==> config.mk <==
export PLATFORM = sky130hd
export DESIGN_NAME = param_queue
export DESIGN_NICKNAME = d
export VERILOG_FILES = /design/src/rtl/param_queue_pkg.sv /design/src/rtl/param_queue_mem.sv /design/src/rtl/param_queue.sv
export SDC_FILE = /design/constraint.sdc
export NUM_CORES = 1
export LEC_CHECK = 0
export CAP_MARGIN = 0
export CORE_MARGIN = 2
export CORE_UTILIZATION = 61
export CTS_CLUSTER_DIAMETER = 150
export CTS_CLUSTER_SIZE = 8
export DETAILED_ROUTE_END_ITERATION = 16
export PLACE_DENSITY = 0.9
export SLEW_MARGIN = 40
export SYNTH_ARGS = -nofsm -noshare
export SYNTH_HDL_FRONTEND = slang
export SYNTH_SLANG_ARGS = --single-unit
==> constraint.sdc <==
create_clock -name clk_10khz -period 3.7 [get_ports clk_10khz]
set_input_delay 0.74 -clock clk_10khz [delete_from_list [all_inputs] [get_ports clk_10khz]]
set_output_delay 0.74 -clock clk_10khz [all_outputs]
set_load 0.03 [all_outputs]
==> src/rtl/param_queue_pkg.sv <==
// Shared defaults and pointer helper for the parametrised circular-buffer queue.
package param_queue_pkg;

   localparam int QUEUE_WIDTH_DEF = 8;
   localparam int QUEUE_DEPTH_DEF = 8;

   // Explicit wrap so non-power-of-two depths never rely on counter overflow.
   function automatic logic [31:0] ptr_inc(input logic [31:0] ptr, input logic [31:0] depth);
      return (ptr == depth - 32'd1) ? 32'd0 : ptr + 32'd1;
   endfunction

endpackage

==> src/rtl/param_queue_mem.sv <==
// DEPTH x WIDTH register array: one synchronous write port, one asynchronous read port.
module param_queue_mem #(
   parameter int WIDTH = 8,
   parameter int DEPTH = 8,
   parameter int PW    = 3
) (
   input  logic             clk,
   input  logic             we,
   input  logic [PW-1:0]    waddr,
   input  logic [WIDTH-1:0] wdata,
   input  logic [PW-1:0]    raddr,
   output logic [WIDTH-1:0] rdata
);

   // Contents are intentionally not reset; occupancy tracking makes stale words unreachable.
   logic [WIDTH-1:0] mem_q [DEPTH];

   always_ff @(posedge clk) begin
      if (we) mem_q[waddr] <= wdata;
   end

   assign rdata = mem_q[raddr];

endmodule

==> src/rtl/param_queue.sv <==
// Parametrised FIFO with registered dequeue data and per-request ack pulses.
// Optional sticky overflow/underflow flags when PARAM_QUEUE_ERR_EN is defined.
module param_queue
   import param_queue_pkg::*;
#(
   parameter  int WIDTH     = QUEUE_WIDTH_DEF,
   parameter  int DEPTH     = QUEUE_DEPTH_DEF,
   parameter  int AFULL_LVL = DEPTH - 1,
   localparam int CW        = $clog2(DEPTH + 1),
   localparam int PW        = $clog2(DEPTH)
) (
   input  logic             clk_10khz,
   input  logic             reset,
   input  logic [WIDTH-1:0] data_in,
   input  logic             enqueue_in,
   input  logic             dequeue_in,
   output logic             ack_in,
   output logic             deq_ack_out,
   output logic [WIDTH-1:0] data_out,
   output logic [CW-1:0]    len_out,
   output logic             full_out,
   output logic             empty_out,
`ifdef PARAM_QUEUE_ERR_EN
   output logic             overflow_out,
   output logic             underflow_out,
`endif
   output logic             afull_out
);

   logic [PW-1:0]    wr_ptr_q, wr_ptr_d;
   logic [PW-1:0]    rd_ptr_q, rd_ptr_d;
   logic [CW-1:0]    count_q, count_d;
   logic [WIDTH-1:0] data_q, data_d;
   logic             ack_q, ack_d;
   logic             deq_ack_q, deq_ack_d;
   logic             enq_ok, deq_ok;
   logic [WIDTH-1:0] rd_word;

   param_queue_mem #(
      .WIDTH (WIDTH),
      .DEPTH (DEPTH),
      .PW    (PW)
   ) u_mem (
      .clk   (clk_10khz),
      .we    (enq_ok),
      .waddr (wr_ptr_q),
      .wdata (data_in),
      .raddr (rd_ptr_q),
      .rdata (rd_word)
   );

   always_comb begin
      deq_ok    = dequeue_in && (count_q != '0);
      // A dequeue in the same cycle frees the slot, so a full queue still accepts.
      enq_ok    = enqueue_in && ((count_q != CW'(DEPTH)) || deq_ok);
      wr_ptr_d  = wr_ptr_q;
      rd_ptr_d  = rd_ptr_q;
      count_d   = count_q;
      data_d    = data_q;
      ack_d     = enq_ok;
      deq_ack_d = deq_ok;
      if (enq_ok) wr_ptr_d = PW'(ptr_inc(32'(wr_ptr_q), 32'(DEPTH)));
      if (deq_ok) begin
         rd_ptr_d = PW'(ptr_inc(32'(rd_ptr_q), 32'(DEPTH)));
         data_d   = rd_word;
      end
      if (enq_ok && !deq_ok) count_d = count_q + CW'(1);
      if (deq_ok && !enq_ok) count_d = count_q - CW'(1);
   end

   always_ff @(posedge clk_10khz) begin
      if (reset) begin
         wr_ptr_q  <= '0;
         rd_ptr_q  <= '0;
         count_q   <= '0;
         data_q    <= '0;
         ack_q     <= 1'b0;
         deq_ack_q <= 1'b0;
      end else begin
         wr_ptr_q  <= wr_ptr_d;
         rd_ptr_q  <= rd_ptr_d;
         count_q   <= count_d;
         data_q    <= data_d;
         ack_q     <= ack_d;
         deq_ack_q <= deq_ack_d;
      end
   end

`ifdef PARAM_QUEUE_ERR_EN
   logic ovf_q, ovf_d;
   logic unf_q, unf_d;

   always_comb begin
      ovf_d = ovf_q | (enqueue_in & ~enq_ok);
      unf_d = unf_q | (dequeue_in & ~deq_ok);
   end

   always_ff @(posedge clk_10khz) begin
      if (reset) begin
         ovf_q <= 1'b0;
         unf_q <= 1'b0;
      end else begin
         ovf_q <= ovf_d;
         unf_q <= unf_d;
      end
   end

   assign overflow_out  = ovf_q;
   assign underflow_out = unf_q;
`endif

   assign ack_in      = ack_q;
   assign deq_ack_out = deq_ack_q;
   assign data_out    = data_q;
   assign len_out     = count_q;
   assign full_out    = (count_q == CW'(DEPTH));
   assign empty_out   = (count_q == '0);
   assign afull_out   = (count_q >= CW'(AFULL_LVL));

endmodule

# Yosys cells after proc, flatten, opt, wreduce, memory -nomap -nowiden
# Memory sizes are Yosys's and may differ from the RTL's. A register that Yosys moved wholly into a read port is not among the register bits.
# Cells that the tools add are included.
op_classes:
  eq_ne: 4
  add_sub_neg: 4
  n_reduce_logical: 10
  order_cmp: 1
  n_mux: 6
op_table:
  columns: ["operator", "count"]
  rows:
  - ["4-bit 2-to-1 mux", 2]
  - ["3-bit by 1-bit adder with 3-bit output, second input constant", 2]
  - ["3-bit equality test, second input constant", 2]
  - ["3-bit 2-to-1 mux", 2]
  - ["4-bit by 1-bit adder with 4-bit output, second input constant", 1]
  - ["4-bit equality test, second input constant", 1]
  - ["4-bit by 3-bit >= comparator with 1-bit output, second input constant", 1]
  - ["1-bit logical AND", 4]
  - ["4-bit logical NOT", 1]
  - ["4-bit inequality test, second input constant", 1]
  - ["4-bit nonzero test", 1]
  - ["4-bit by 1-bit subtractor with 4-bit output, second input constant", 1]
  - ["1-bit logical NOT", 2]
  - ["1-bit 2-to-1 mux", 2]
  - ["2-bit nonzero test", 1]
  - ["1-bit logical OR", 1]
word_totals:
  reg_bits: 12
  out_inout_bits: 17
  word_cells: 31
  memories: 1
  ramBits: 64
mem_list:
  columns: ["memory", "depth", "width", "rd", "rd_clocked_by_memory_dff", "wr", "line", "text"]
  rows:
  - ["u_mem.mem_q", 8, 8, 1, 1, 1, "param_queue_mem.sv:16", "logic [WIDTH-1:0] mem_q [DEPTH];"]

# Depth between registers and ports, before layout
# Gate-level depths: netlist of run 1.
logic_depth:
  ltp_word: 7
  depth_mapped: 12

# Modules after synthesis
# Synthesis of run 1 repeated with hierarchy kept, for this count alone.
unflattened:
  cells_unflattened: 217
  hier_area_um2: 3477.1
modules_own_cells:
  columns: ["module", "seq_area_each_um2", "n_inst", "area_per_inst_um2", "cells_per_inst"]
  rows:
  - ["param_queue_mem", 1921.8, 1, 2531.2, 106]
  - ["param_queue", 400.4, 1, 945.9, 111]

# Least setup slack after synthesis of run 1
# OpenSTA, ideal clock, no wires.
synth_timing:
  path_type: "register to register"
  from: "reg count_q[0] (netlist: len_out[0])"
  to: "reg count_q[3] (netlist: len_out[3])"
  setup_slack_ns: 1.185
  path_buffers: 3
  arrival_time_ns: 2.438
  synth_period_minus_slack_ns: 2.515
  path_stages_with_launch: 13
  path_cell_list: "dfxtp_1 > buf_6 > or3_1 > buf_2 > o21a_1 > buf_6 > nand2b_1 > inv_1 > ha_1 > a21oi_1 > a21oi_1 > nand3b_1 > a31oi_1"
synth_between:
  elab_chain_len: 7
synth_lines:
  columns: ["element", "line", "text"]
  rows:
  - ["start: declaration", "param_queue.sv:32", "logic [CW-1:0] count_q, count_d;"]
  - ["start signal: assignment", "param_queue.sv:82", "count_q <= count_d;"]
  - ["parallel branches: the longest is 7 deep, another holds 4-bit by 1-bit adder with 4-bit output", null, null]
# Several ways; the timed one is not identified. The select of a mux whose other input is x is not followed.
# A chain may end at the register's enable or synchronous reset.

# Worst setup path after layout of run 1
layout_timing:
  from: "reg count_q[0] (netlist: len_out[0])"
  to: "out empty_out"
layout_between:
  elab_chain_len: 1
layout_lines:
  columns: ["element", "line", "text"]
  rows:
  - ["4-bit logical NOT", "param_queue.sv:117", "assign empty_out = (count_q == '0);"]
  - ["end: declaration", "param_queue.sv:22", "output logic empty_out,"]
# No other way between the ends.

==> reports/results.tsv, run 1 <==
stage	metric	value	unit
clocking	post-CTS sizing	0	
clocking	CTS tree	yes	
floorplanning	die height	79.5	um
logic_synthesis	Cell variety after synth	39	
global_route	global-route wire length before repair	9940	um
global_route	initial antenna violation count	0	
sta	Final Hold Violating Endpoints	0	
sta	Slew @ Worst Pin	0.805	ns
route	initial DRC count	231	
power_and_ir_drop	sequential share of power	0.456	
route	DR pass1 iterations	4	
logic_synthesis	post-synth top area cell	edfxtp_1	
final_layout	# diodes	0	
logic_synthesis	count leader, synth	edfxtp_1	
floorplanning	I/O Pins	29	
logic_synthesis	top post-synthesis cells by area	edfxtp_1, dfxtp_1, mux4_2	
clocking	CTS clk-pin slew, worst paths	0.08	ns
sta	f_max	355	MHz
sta	max-slew violations	0	
clocking	CTS Buffer Depth	2	
floorplanning	Rows	27	
clocking	cts bufs inserted	9	
logic_synthesis	average cell area after synthesis	16.3	um^2
logic_synthesis	synthesized flop and latch total	84	
sta	final period utilization	0.760	
logic_synthesis	Synth Instances	213	
critical_path	worst setup path start	len_out[0]	
sta	headroom to the max-slew limit	0.462	
route	via count	1928	
critical_path	Setup crit start kind	flop	
logic_synthesis	dominant synthesized flop cell	edfxtp_1	
power_and_ir_drop	Gate power share	0.330	
sta	final setup skew	0.0124	ns
run	# Max-Cap Violations	0	
route	DRT Wirelength	6310	um
final_layout	area delta synth->final	15.4	%
power_and_ir_drop	switching part of the total power	0.344	
critical_path	critical path class	flop to primary output	
hold_path	worst hold path type	flop to flop	
power_and_ir_drop	P_int	1760	uW
route	Final ANT Viol Nets	0	
floorplanning	die area	6320	um^2
clocking	worst skew pair latency	0.34	ns
logic_synthesis	ys async rst share	0	
logic_synthesis	Post-Syn Area	3470	um^2
final_layout	layout cells sized above 1	0.220	
sta	final setup fails	0	
power_and_ir_drop	switching pwr	925	uW
final_layout	Final Core Density	0.728	
hold_path	Worst Hold Launch	data_out[6]	
logic_synthesis	syn nets	232	
logic_synthesis	top cells by count, synth	edfxtp_1, dfxtp_1, nor2_1, mux4_2, mux2i_1	
clocking	htree depth	3	
floorplanning	core area	5510	um^2
power_and_ir_drop	clock share of power	0.214	
route	DRC	0	
sta	RSZ-0062 raised after global routing	false	
power_and_ir_drop	Static Leak	0.00133	uW
route	DR vias/cell	5.91	
place	DP Wirelength	4100	um
logic_synthesis	Yosys Warn Count	0	
logic_synthesis	sequential share of the synthesized area	0.668	
final_layout	final instance area	4010	um^2
clocking	total clock sinks	84	
power_and_ir_drop	pwr dens	671	nW/um^2
global_route	grt ovf	0	
global_route	vias in the first global route	1849	
power_and_ir_drop	Peak VDD IR	422	uV
logic_synthesis	Post-synth EDFFs	64	
floorplanning	Die Wd	79.5	um
clocking	post-CTS setup buffers	0	
critical_path	CP Max Fanout	10	
status	status	finished clean	
clocking	hold_buf cts	0	
final_layout	Final Net Count	268	
critical_path	crit path DAT	2.07	ns
sta	Tmin final	2.81	ns
place	Post-Place Cell Area	3830	um^2
global_route	Total Routing Usage GR	0.225	
global_route	largest net degree at the start of global routing	21	
logic_synthesis	share of the synthesized area in the top cell type	0.553	
floorplanning	initial core utilization	0.631	
clocking	clock root buffer	clkbuf_8	
sta	setup TNS	0	ns
critical_path	Worst Setup End Kind	primary output	
route	Avg WL per Cell	19.4	um
critical_path	Worst EP required	2.96	ns
critical_path	worst reg2reg path startpoint	len_out[0]	
place	port buffer count	28	
place	RePlAce Congestion	0.763	
## sequential cells by signal (all words and copies together) (netlist names)
name and count:
wr_ptr_q 3, len_out 4, deq_ack_out 1, data_out 8
ack_in 1, rd_ptr_q 3, u_mem.mem_q 64
## metal layers
| metal | part of all wire | wire, um | vias up | track usage |
|---|---|---|---|---|
| met1 | 0.42 | 2660 | 950 | 0.311 |
| li1 | - | - | 897 | - |
| met3 | 0.071 | 449 | 6 | 0.0396 |
| met4 | 0.0094 | 59 | 0 | 0.121 |
| met5 | 0 | 0 | - | 0 |
| met2 | 0.50 | 3140 | 75 | 0.344 |
## logic make-up (layout without fill, tap and decap cells)
kind of cell	Yosys count	count (layout)	synth area share
flops	84	84	0.668
simple gates	49	49	0.0684
compound gates	28	28	0.0688
mux	26	26	0.133
buf+inv	16	57	0.0270
fa+ha+maj	7	7	0.0274
xor+xnor	3	3	0.00756
## cell type report
type,count,area (um^2)
Sequential cell,84,2320
Fill cell,341,1500
Multi-Input combinational cell,113,1060
Timing Repair Buffer,38,350
Clock buffer,10,128
Tap cell,72,90.1
Clock inverter,6,47.5
Inverter,3,11.3
## final timing paths
path	slack (ns)	to	cells after the start
worst max-delay path	0.89	empty_out	3
worst min-delay path	0.53	data_out[6]	2
worst max register to register	1.17	len_out[3]	9
worst min register to register	0.53	data_out[6]	2
## critical path: stages, from the launching register on
cell and delay, ns:
dfxtp_1 0.43, or3_1 0.51, nor2_1 0.12, clkdlybuf4s50_1 0.68
## through the flow
stage	power, uW	hold WS (ns)	worst slack, ns	cells
2_1_floorplan	1890	0.493	1.18	213
3_3_place_gp	2100	0.515	0.995	310
3_5_place_dp	2130	0.520	0.835	310
4_1_cts	2710	0.535	0.868	326
5_1_grt	2820	0.567	0.770	326
6_report	2690	0.533	0.886	326
## layout by cell type (no fill, tap or decap), drive strengths merged, types with 2 or more instances in the layout
cell type	n
nand3	2
edfxtp	64
ha	6
a21oi	7
nand2b	5
o21ai	2
or3	3
a211oi	11
clkbuf	10
mux4	16
clkinv	3
nand3b	2
nor2	19
clkdlybuf4s50	27
dfxtp	20
nand2	8
buf	11
mux2i	10
xnor2	3
nor3	5
inv	5
## power by group through the flow
stage	combinational, uW	sequential (uW)	clock, uW
global route	959	1240	622
detailed placement	884	1250	0
finish	889	1230	576
floorplan	600	1290	0
CTS	892	1230	593
global placement	856	1240	0
Note: power is estimated with default switching activity, not from simulation.
==> run 2: changes to the inputs <==
CORE_UTILIZATION = 51   (was 61)
PLACE_DENSITY = 0.81   (was 0.9)
clock period = 2.3 ns   (was 3.7 ns; I/O delays follow)
==> reports/results.tsv, run 2 (same netlist as run 1, synthesis figures left out) <==
stage	metric	value	unit
sta	Final Hold Violating Endpoints	0	
final_layout	Final Net Count	274	
critical_path	Reg2Reg Depth	9	
place	Post-Place Cell Area	3930	um^2
global_route	Total Routing Usage GR	0.175	
clocking	htree depth	3	
power_and_ir_drop	clock share of power	0.214	
critical_path	Worst Setup End Kind	primary output	
floorplanning	Rows	30	
sta	f_max	459	MHz
floorplanning	initial core utilization	0.520	
global_route	grt ovf	0	
route	Avg WL per Cell	17.4	um
route	DRT Wirelength	5930	um
place	DP Wirelength	3900	um
power_and_ir_drop	Peak VDD IR	415	uV
power_and_ir_drop	Static Leak	0.00137	uW
final_layout	Largest register FFs	64	
global_route	global-route wire length before repair	9490	um
power_and_ir_drop	pwr dens	1090	nW/um^2
final_layout	commonest non-fill, non-tap cell in the layout	edfxtp_1	
status	status	finished clean	
clocking	cts bufs inserted	9	
floorplanning	Die Wd	86.5	um
critical_path	Setup crit start kind	flop	
route	DR vias/cell	5.65	
power_and_ir_drop	switching pwr	1540	uW
clocking	total clock sinks	84	
sta	Slew @ Worst Pin	0.774	ns
final_layout	final instance area	4110	um^2
place	port buffer count	28	
clocking	CTS clk-pin slew, worst paths	0.08	ns
final_layout	# diodes	0	
sta	final setup skew	0.00983	ns
final_layout	layout cells sized above 1	0.265	
final_layout	fin cells	340	
critical_path	critical path class	flop to primary output	
sta	Tmin final	2.18	ns
clocking	CTS tree	yes	
sta	hold_ws	0.524	ns
floorplanning	die area	7490	um^2
clocking	hold_buf cts	0	
power_and_ir_drop	sequential share of power	0.423	
sta	RSZ-0062 raised after global routing	false	
power_and_ir_drop	Final Total Pwr	4480	uW
clocking	clock root buffer	clkbuf_8	
critical_path	CP Max Fanout	10	
sta	max-slew violations	0	
hold_path	hold depth	2	
global_route	vias in the first global route	1816	
place	DP Cell Count	324	
hold_path	worst hold path type	flop to flop	
sta	headroom to the max-slew limit	0.482	
final_layout	area delta synth->final	18.4	%
global_route	initial antenna violation count	0	
clocking	CTS Buffer Depth	2	
run	# Max-Cap Violations	0	
route	Final ANT Viol Nets	0	
floorplanning	I/O Pins	29	
route	DRC	0	
power_and_ir_drop	P_int	2940	uW
power_and_ir_drop	Gate power share	0.363	
floorplanning	core area	6680	um^2
final_layout	most frequent cells in the layout	edfxtp_1, clkdlybuf4s50_1, dfxtp_1, nor2_1	
global_route	largest net degree at the start of global routing	21	
route	initial DRC count	154	
critical_path	crit path DAT	1.72	ns
route	via count	1922	
place	RePlAce Congestion	0.782	
route	DR pass1 iterations	4	
final_layout	Biggest register	u_mem.mem_q	
floorplanning	die height	86.5	um
sta	final period utilization	0.947	
clocking	worst skew pair latency	0.35	ns
critical_path	Worst EP required	1.84	ns
sta	final setup fails	0	
power_and_ir_drop	switching part of the total power	0.344	
run 2: per-stage QoR:
step	setup TNS, ns	worst slack [ns]	util
floorplan	0	0.00636	-
global placement	0	0.0297	0.587
detailed placement	-0.0269	-0.0269	0.587
CTS	0	0.0958	0.614
global route	0	0.0248	0.616
finish	0	0.123	0.616
run 2: power by group through the flow:
stage | registers (uW) | logic (uW) | clock network [uW]
3_3_place_gp | 1920 | 1590 | 0
3_5_place_dp | 1930 | 1630 | 0
6_report | 1890 | 1630 | 959
5_1_grt | 1910 | 1760 | 1050
4_1_cts | 1890 | 1620 | 982
2_1_floorplan | 2090 | 1000 | 0
run 2: layout make-up:
cell class | instances | area (um^2)
Clock buffer | 9 | 124
Clock inverter | 7 | 58.8
Fill cell | 493 | 2570
Inverter | 3 | 11.3
Multi-Input combinational cell | 113 | 1090
Sequential cell | 84 | 2330
Tap cell | 80 | 100
Timing Repair Buffer | 44 | 398
run 2: timing repair:
action / 4_1_cts / 5_1_grt
gates resized for setup: 2 / 1
buffers inserted: 0 / 0
endpoints found under the setup margin: 2 / 1
run 2: worst max-delay path: stages (launching register included):
cell,delay (ns)
dfxtp_1,0.55
a31o_2,0.16
clkdlybuf4s50_1,0.66
run 2: worst paths after layout:
path / to / from / slack [ns]
max: afull_out / len_out[3] / 0.12
min: len_out[1] / len_out[1] / 0.52
max reg2reg: len_out[3] / len_out[0] / 0.15
min reg2reg: len_out[1] / len_out[1] / 0.52
run 2: per-layer routing:
metal  track usage  vias up  part of all wire
met2         0.263       52              0.47
met5             0        -                 0
met4        0.0810        0             0.017
met1         0.250      951              0.45
li1              -      911                 -
met3        0.0343        8             0.064
==> run 3: changes to the inputs <==
CORE_UTILIZATION = 54   (was 51)
CTS_BUF_LIST = sky130_fd_sc_hd__clkbuf_4 sky130_fd_sc_hd__clkbuf_8   (was default)
PLACE_DENSITY = 0.85   (was 0.81)
==> reports/results.tsv, run 3 (same netlist as run 1, synthesis figures left out) <==
stage	metric	value	unit
clocking	clock root buffer	clkbuf_8	
route	DRT Wirelength	6520	um
final_layout	Biggest register	u_mem.mem_q	
sta	Final Hold Violating Endpoints	0	
power_and_ir_drop	sequential share of power	0.411	
power_and_ir_drop	clock share of power	0.232	
sta	setup TNS	0	ns
hold_path	worst hold path type	flop to flop	
critical_path	critical path class	flop to primary output	
power_and_ir_drop	switching pwr	1540	uW
power_and_ir_drop	P_int	3040	uW
clocking	CTS Buffer Depth	2	
sta	headroom to the max-slew limit	0.491	
route	initial DRC count	111	
global_route	largest net degree at the start of global routing	21	
floorplanning	Rows	29	
route	Final ANT Viol Nets	0	
power_and_ir_drop	Peak VDD IR	736	uV
critical_path	crit path DAT	1.69	ns
sta	hold_ws	0.538	ns
critical_path	CP Max Fanout	10	
critical_path	Critical R2R Capture	len_out[3]	
global_route	vias in the first global route	1993	
route	DR vias/cell	5.84	
place	Post-Place Cell Area	3930	um^2
sta	final setup fails	0	
final_layout	fin cells	338	
status	status	finished clean	
global_route	grt ovf	0	
floorplanning	initial core utilization	0.554	
run	# Max-Cap Violations	0	
clocking	cts bufs inserted	9	
clocking	htree depth	3	
route	DRC	0	
place	DP Wirelength	4210	um
global_route	global-route wire length before repair	10500	um
critical_path	Worst EP required	1.84	ns
final_layout	Final Net Count	275	
global_route	Total Routing Usage GR	0.201	
power_and_ir_drop	Final Total Pwr	4580	uW
final_layout	most frequent cells in the layout	edfxtp_1, clkdlybuf4s50_1, nor2_1, dfxtp_1, buf_4	
sta	RSZ-0062 raised after global routing	false	
critical_path	flop-to-flop setup slack	0.18	ns
final_layout	commonest non-fill, non-tap cell in the layout	edfxtp_1	
sta	max-slew violations	0	
final_layout	layout cells sized above 1	0.264	
clocking	total clock sinks	84	
floorplanning	core area	6280	um^2
sta	Tmin final	2.15	ns
clocking	worst skew pair latency	0.35	ns
floorplanning	I/O Pins	29	
clocking	CTS clk-pin slew, worst paths	0.08	ns
floorplanning	die height	84.2	um
clocking	CTS tree	yes	
floorplanning	Die Wd	84.2	um
power_and_ir_drop	Static Leak	0.00138	uW
sta	Slew @ Worst Pin	0.760	ns
critical_path	worst reg2reg path startpoint	len_out[0]	
final_layout	Largest register FFs	64	
floorplanning	die area	7090	um^2
power_and_ir_drop	Gate power share	0.357	
critical_path	critical path endpoint	afull_out	
critical_path	Reg2Reg Depth	9	
clocking	post-CTS setup buffers	0	
sta	final setup skew	0.0141	ns
place	RePlAce Congestion	0.771	
critical_path	Setup crit start kind	flop	
final_layout	area delta synth->final	18.9	%
sta	final period utilization	0.936	
final_layout	final instance area	4130	um^2
route	via count	1975	
place	port buffer count	28	
route	DR pass1 iterations	4	
power_and_ir_drop	pwr dens	1110	nW/um^2
critical_path	Worst Setup End Kind	primary output	
critical_path	worst setup path start	len_out[3]	
global_route	initial antenna violation count	0	
power_and_ir_drop	switching part of the total power	0.336	
route	Avg WL per Cell	19.3	um
final_layout	# diodes	0	
place	DP Cell Count	322	
sta	f_max	464	MHz
[run 3: changes by cell type in the layout (fill, tap and decap cells not counted), sizes merged]
cell      before  now
bufinv         0    1
clkinvlp       1    2
clkinv         3    1
inv            6    5
clkbuf         9   10
buf           16   17
[run 3: critical path, stage by stage, from the launching register on]
cell	delay (ns)
dfxtp_1	0.53
a31o_2	0.16
clkdlybuf4s50_1	0.66
[run 3: repair_timing]
action                                  CTS  global route
hold buffers                              0             0
endpoints found under the setup margin    2             0
resized for setup                         2             0
[run 3: worst min-delay path by stage]
stage                     start          end  slack, ns  cells past startpoint
global placement    wr_ptr_q[1]  wr_ptr_q[1]       0.51                      2
CTS                 wr_ptr_q[1]  wr_ptr_q[1]       0.54                      2
floorplan           wr_ptr_q[1]  wr_ptr_q[1]       0.49                      2
detailed placement  data_out[5]  data_out[5]       0.52                      2
global route        data_out[7]  data_out[7]       0.57                      2
finish              data_out[7]  data_out[7]       0.54                      2
[run 3: metrics by stage]
step,utilization,setup WS [ns]
after floorplan,-,0.00636
after global placement,0.626,0.0692
after detailed placement,0.626,0.0317
after CTS,0.658,0.129
after global routing,0.658,0.0501
final,0.658,0.147
[run 3: cell type report]
cell class | instances | area [um^2]
tap | 77 | 96.3
sequential | 84 | 2330
clock buffer | 10 | 131
inverter | 3 | 11.3
multi-input combinational | 113 | 1090
clock inverter | 6 | 71.3
timing repair buffer | 45 | 405
fill | 422 | 2150
[run 3: layer usage]
metal  global-route usage  vias to the layer above  wire length (um)
li1                     -                      913                 -
met1                0.290                      996              2880
met2                0.308                       56              3210
met3               0.0305                       10               309
met4               0.0880                        0               119
met5                    0                        -                 0
[run 3: power groups by stage]
stage                     registers, uW  logic (uW)  clock network (uW)
after floorplan                    2090        1000                   0
after global placement             1910        1610                   0
after detailed placement           1910        1650                   0
after CTS                          1880        1650                1080
after global routing               1900        1760                1160
final                              1880        1640                1060
==> patch (flow settings as in run 1) <==
Take the reset off `data_q` and load it in a clocked block of its own.
--- a/src/rtl/param_queue.sv
+++ b/src/rtl/param_queue.sv
@@ -75,3 +75,2 @@
          count_q   <= '0;
-         data_q    <= '0;
          ack_q     <= 1'b0;
@@ -82,3 +81,2 @@
          count_q   <= count_d;
-         data_q    <= data_d;
          ack_q     <= ack_d;
@@ -86,2 +84,6 @@
       end
+   end
+
+   always_ff @(posedge clk_10khz) begin
+      data_q <= data_d;
    end
Check against the original RTL: differs if reset is asserted again (counterexample within 4 cycles, from zero or initial values and one cycle with reset high); with reset held inactive, the same outputs for 10 cycles.
==> patch against run 1 <==
- utilization hardly changed
- highest routed layer unchanged
- largest cell class unchanged
- worst setup slack worse by 0.058 ns
- design area down 1.2%
- routed wire length down 12%
- synthesized cell count shrank 12%
- sequential share of layout area rose by 2.7 points
- clock skew shrank 0.0034 ns
- register-to-register slack got worse by 0.03 ns
- sequential cell count stayed put
- area after synthesis fell by 2.4%
- power is 5.8% lower
==> patch: results (changes against run 1) <==
Status
  • Status: complete, no violations (unchanged)

Critical path
  • Crit path arrival time: 2.13 ns (was 2.07 ns)
  • CP max FO: 8 (was 10)
  • CP top delay family: buffers and inverters (unchanged)
  • FF-to-FF path depth: 8 (was 9)

Layout
  • Fin cells: 303 (was 326)
  • Total of fill cells in the finished design: 309 (was 341)
  • Share of cells above drive strength 1: 24.2% (was 22.0%)

Yosys
  • List of most frequent post-synthesis cells: edfxtp_1 (72), mux4_2 (16), dfxtp_1 (12), nand2_1 (12), nor2_1 (9) (was edfxtp_1 (64), dfxtp_1 (20), nor2_1 (19))
  • Synth unique cells: 34 (was 39)
  • Avg Cell Area, Syn: 18.0 um^2 (was 16.3 um^2)
  • Sequential area share after synthesis: 70.8% (was 66.8%)
  • Most area-consuming cells after synthesis: edfxtp_1 (64%), mux4_2 (11%), dfxtp_1 (7.1%), mux2_2 (2.7%), ha_1 (2.2%) (was edfxtp_1 (55%), dfxtp_1 (12%), mux4_2 (10%), a211oi_2 (3.2%), mux2i_1 (2.9%))
  • Syn Nets: 207 (was 232)

Global routing
  • Total global-route track usage: 19.6% (was 22.5%)
  • Largest net degree at the start of global routing: 20 (was 21)
  • First-pass GRT wire length: 8600 um (was 9940 um)
  • Vias in the first global route: 1680 (was 1849)

Place
  • I/O Buffers: 28 (unchanged)
  • Dpl hpwl: 3570 um (was 4100 um)
  • Cell count after placement: 287 (was 310)
  • Final Wtd Congestion: 0.750 (was 0.763)

Timing
  • Setup Skew: 0.00898 ns (was 0.0124 ns)

Power and ir drop
  • Peak VDD IR: 0.464 mV (was 0.422 mV)
  • Static Leak: 1.32 nW (was 1.33 nW)
==> patch: cell type report <==
| cell class | count | area share, % |
|---|---|---|
| sequential | 84 | 60.7 |
| multi-input combinational | 90 | 23.6 |
| timing repair buffer | 36 | 8.59 |
| clock buffer | 10 | 3.22 |
| tap | 72 | 2.27 |
| clock inverter | 6 | 1.17 |
| inverter | 5 | 0.474 |
==> patch: routing by layer <==
metal	global-route usage [%]	wire (um)	vias to the layer above
met3	4.14	255	4
met5	0	0	-
met1	28.3	2490	868
met2	29.4	2790	51
li1	-	-	816
met4	8.42	39	0
==> patch: power by group through the flow <==
| stage | clock network, W | logic, W | registers, W |
|---|---|---|---|
| global route | 0.000627 | 0.000787 | 0.00123 |
| global placement | 0 | 0.000715 | 0.00124 |
| floorplan | 0 | 0.000452 | 0.00130 |
| detailed placement | 0 | 0.000741 | 0.00124 |
| finish | 0.000576 | 0.000737 | 0.00122 |
| CTS | 0.000586 | 0.000747 | 0.00122 |
==> patch: through the flow <==
| step | total power [W] | utilization (%) | cell area [um^2] | hold slack (ns) | setup WS, ns |
|---|---|---|---|---|---|
| after floorplan | 0.00175 | - | 3390 | 0.503 | 1.24 |
| after global placement | 0.00195 | 69.6 | 3780 | 0.537 | 0.672 |
| after detailed placement | 0.00198 | 69.6 | 3780 | 0.556 | 0.607 |
| after CTS | 0.00255 | 72.8 | 3960 | 0.567 | 0.816 |
| after global routing | 0.00264 | 72.8 | 3960 | 0.611 | 0.743 |
| final | 0.00253 | 72.8 | 3960 | 0.572 | 0.828 |
==> patch: worst paths after layout <==
kind / startpoint / end / slack (ns)
worst max-delay path: len_out[3]$_SDFFE_PP0P_ / full_out / 0.83
worst min-delay path: wr_ptr_q[1]$_SDFFE_PP0P_ / wr_ptr_q[1]$_SDFFE_PP0P_ / 0.57
worst max register to register: len_out[0]$_SDFFE_PP0P_ / len_out[3]$_SDFFE_PP0P_ / 1.14
worst min register to register: wr_ptr_q[1]$_SDFFE_PP0P_ / wr_ptr_q[1]$_SDFFE_PP0P_ / 0.57
==> patch: logic make-up after synthesis <==
family	Yosys count	synth area share [%]
fa+ha+maj	7	2.80
mux	25	13.6
simple gates	37	5.46
flops	84	70.8
xor+xnor	3	0.775
buf+inv	14	1.88
compound gates	18	4.65
==> patch: worst register-to-register path, cell delays in order (launching register included) <==
cell and delay [ns]:
dfxtp_1 0.43, o41ai_4 0.60, or2_1 0.25, inv_1 0.08
ha_1 0.32, a21oi_1 0.20, a21boi_1 0.10, a2bb2oi_2 0.14
mux2_1 0.33
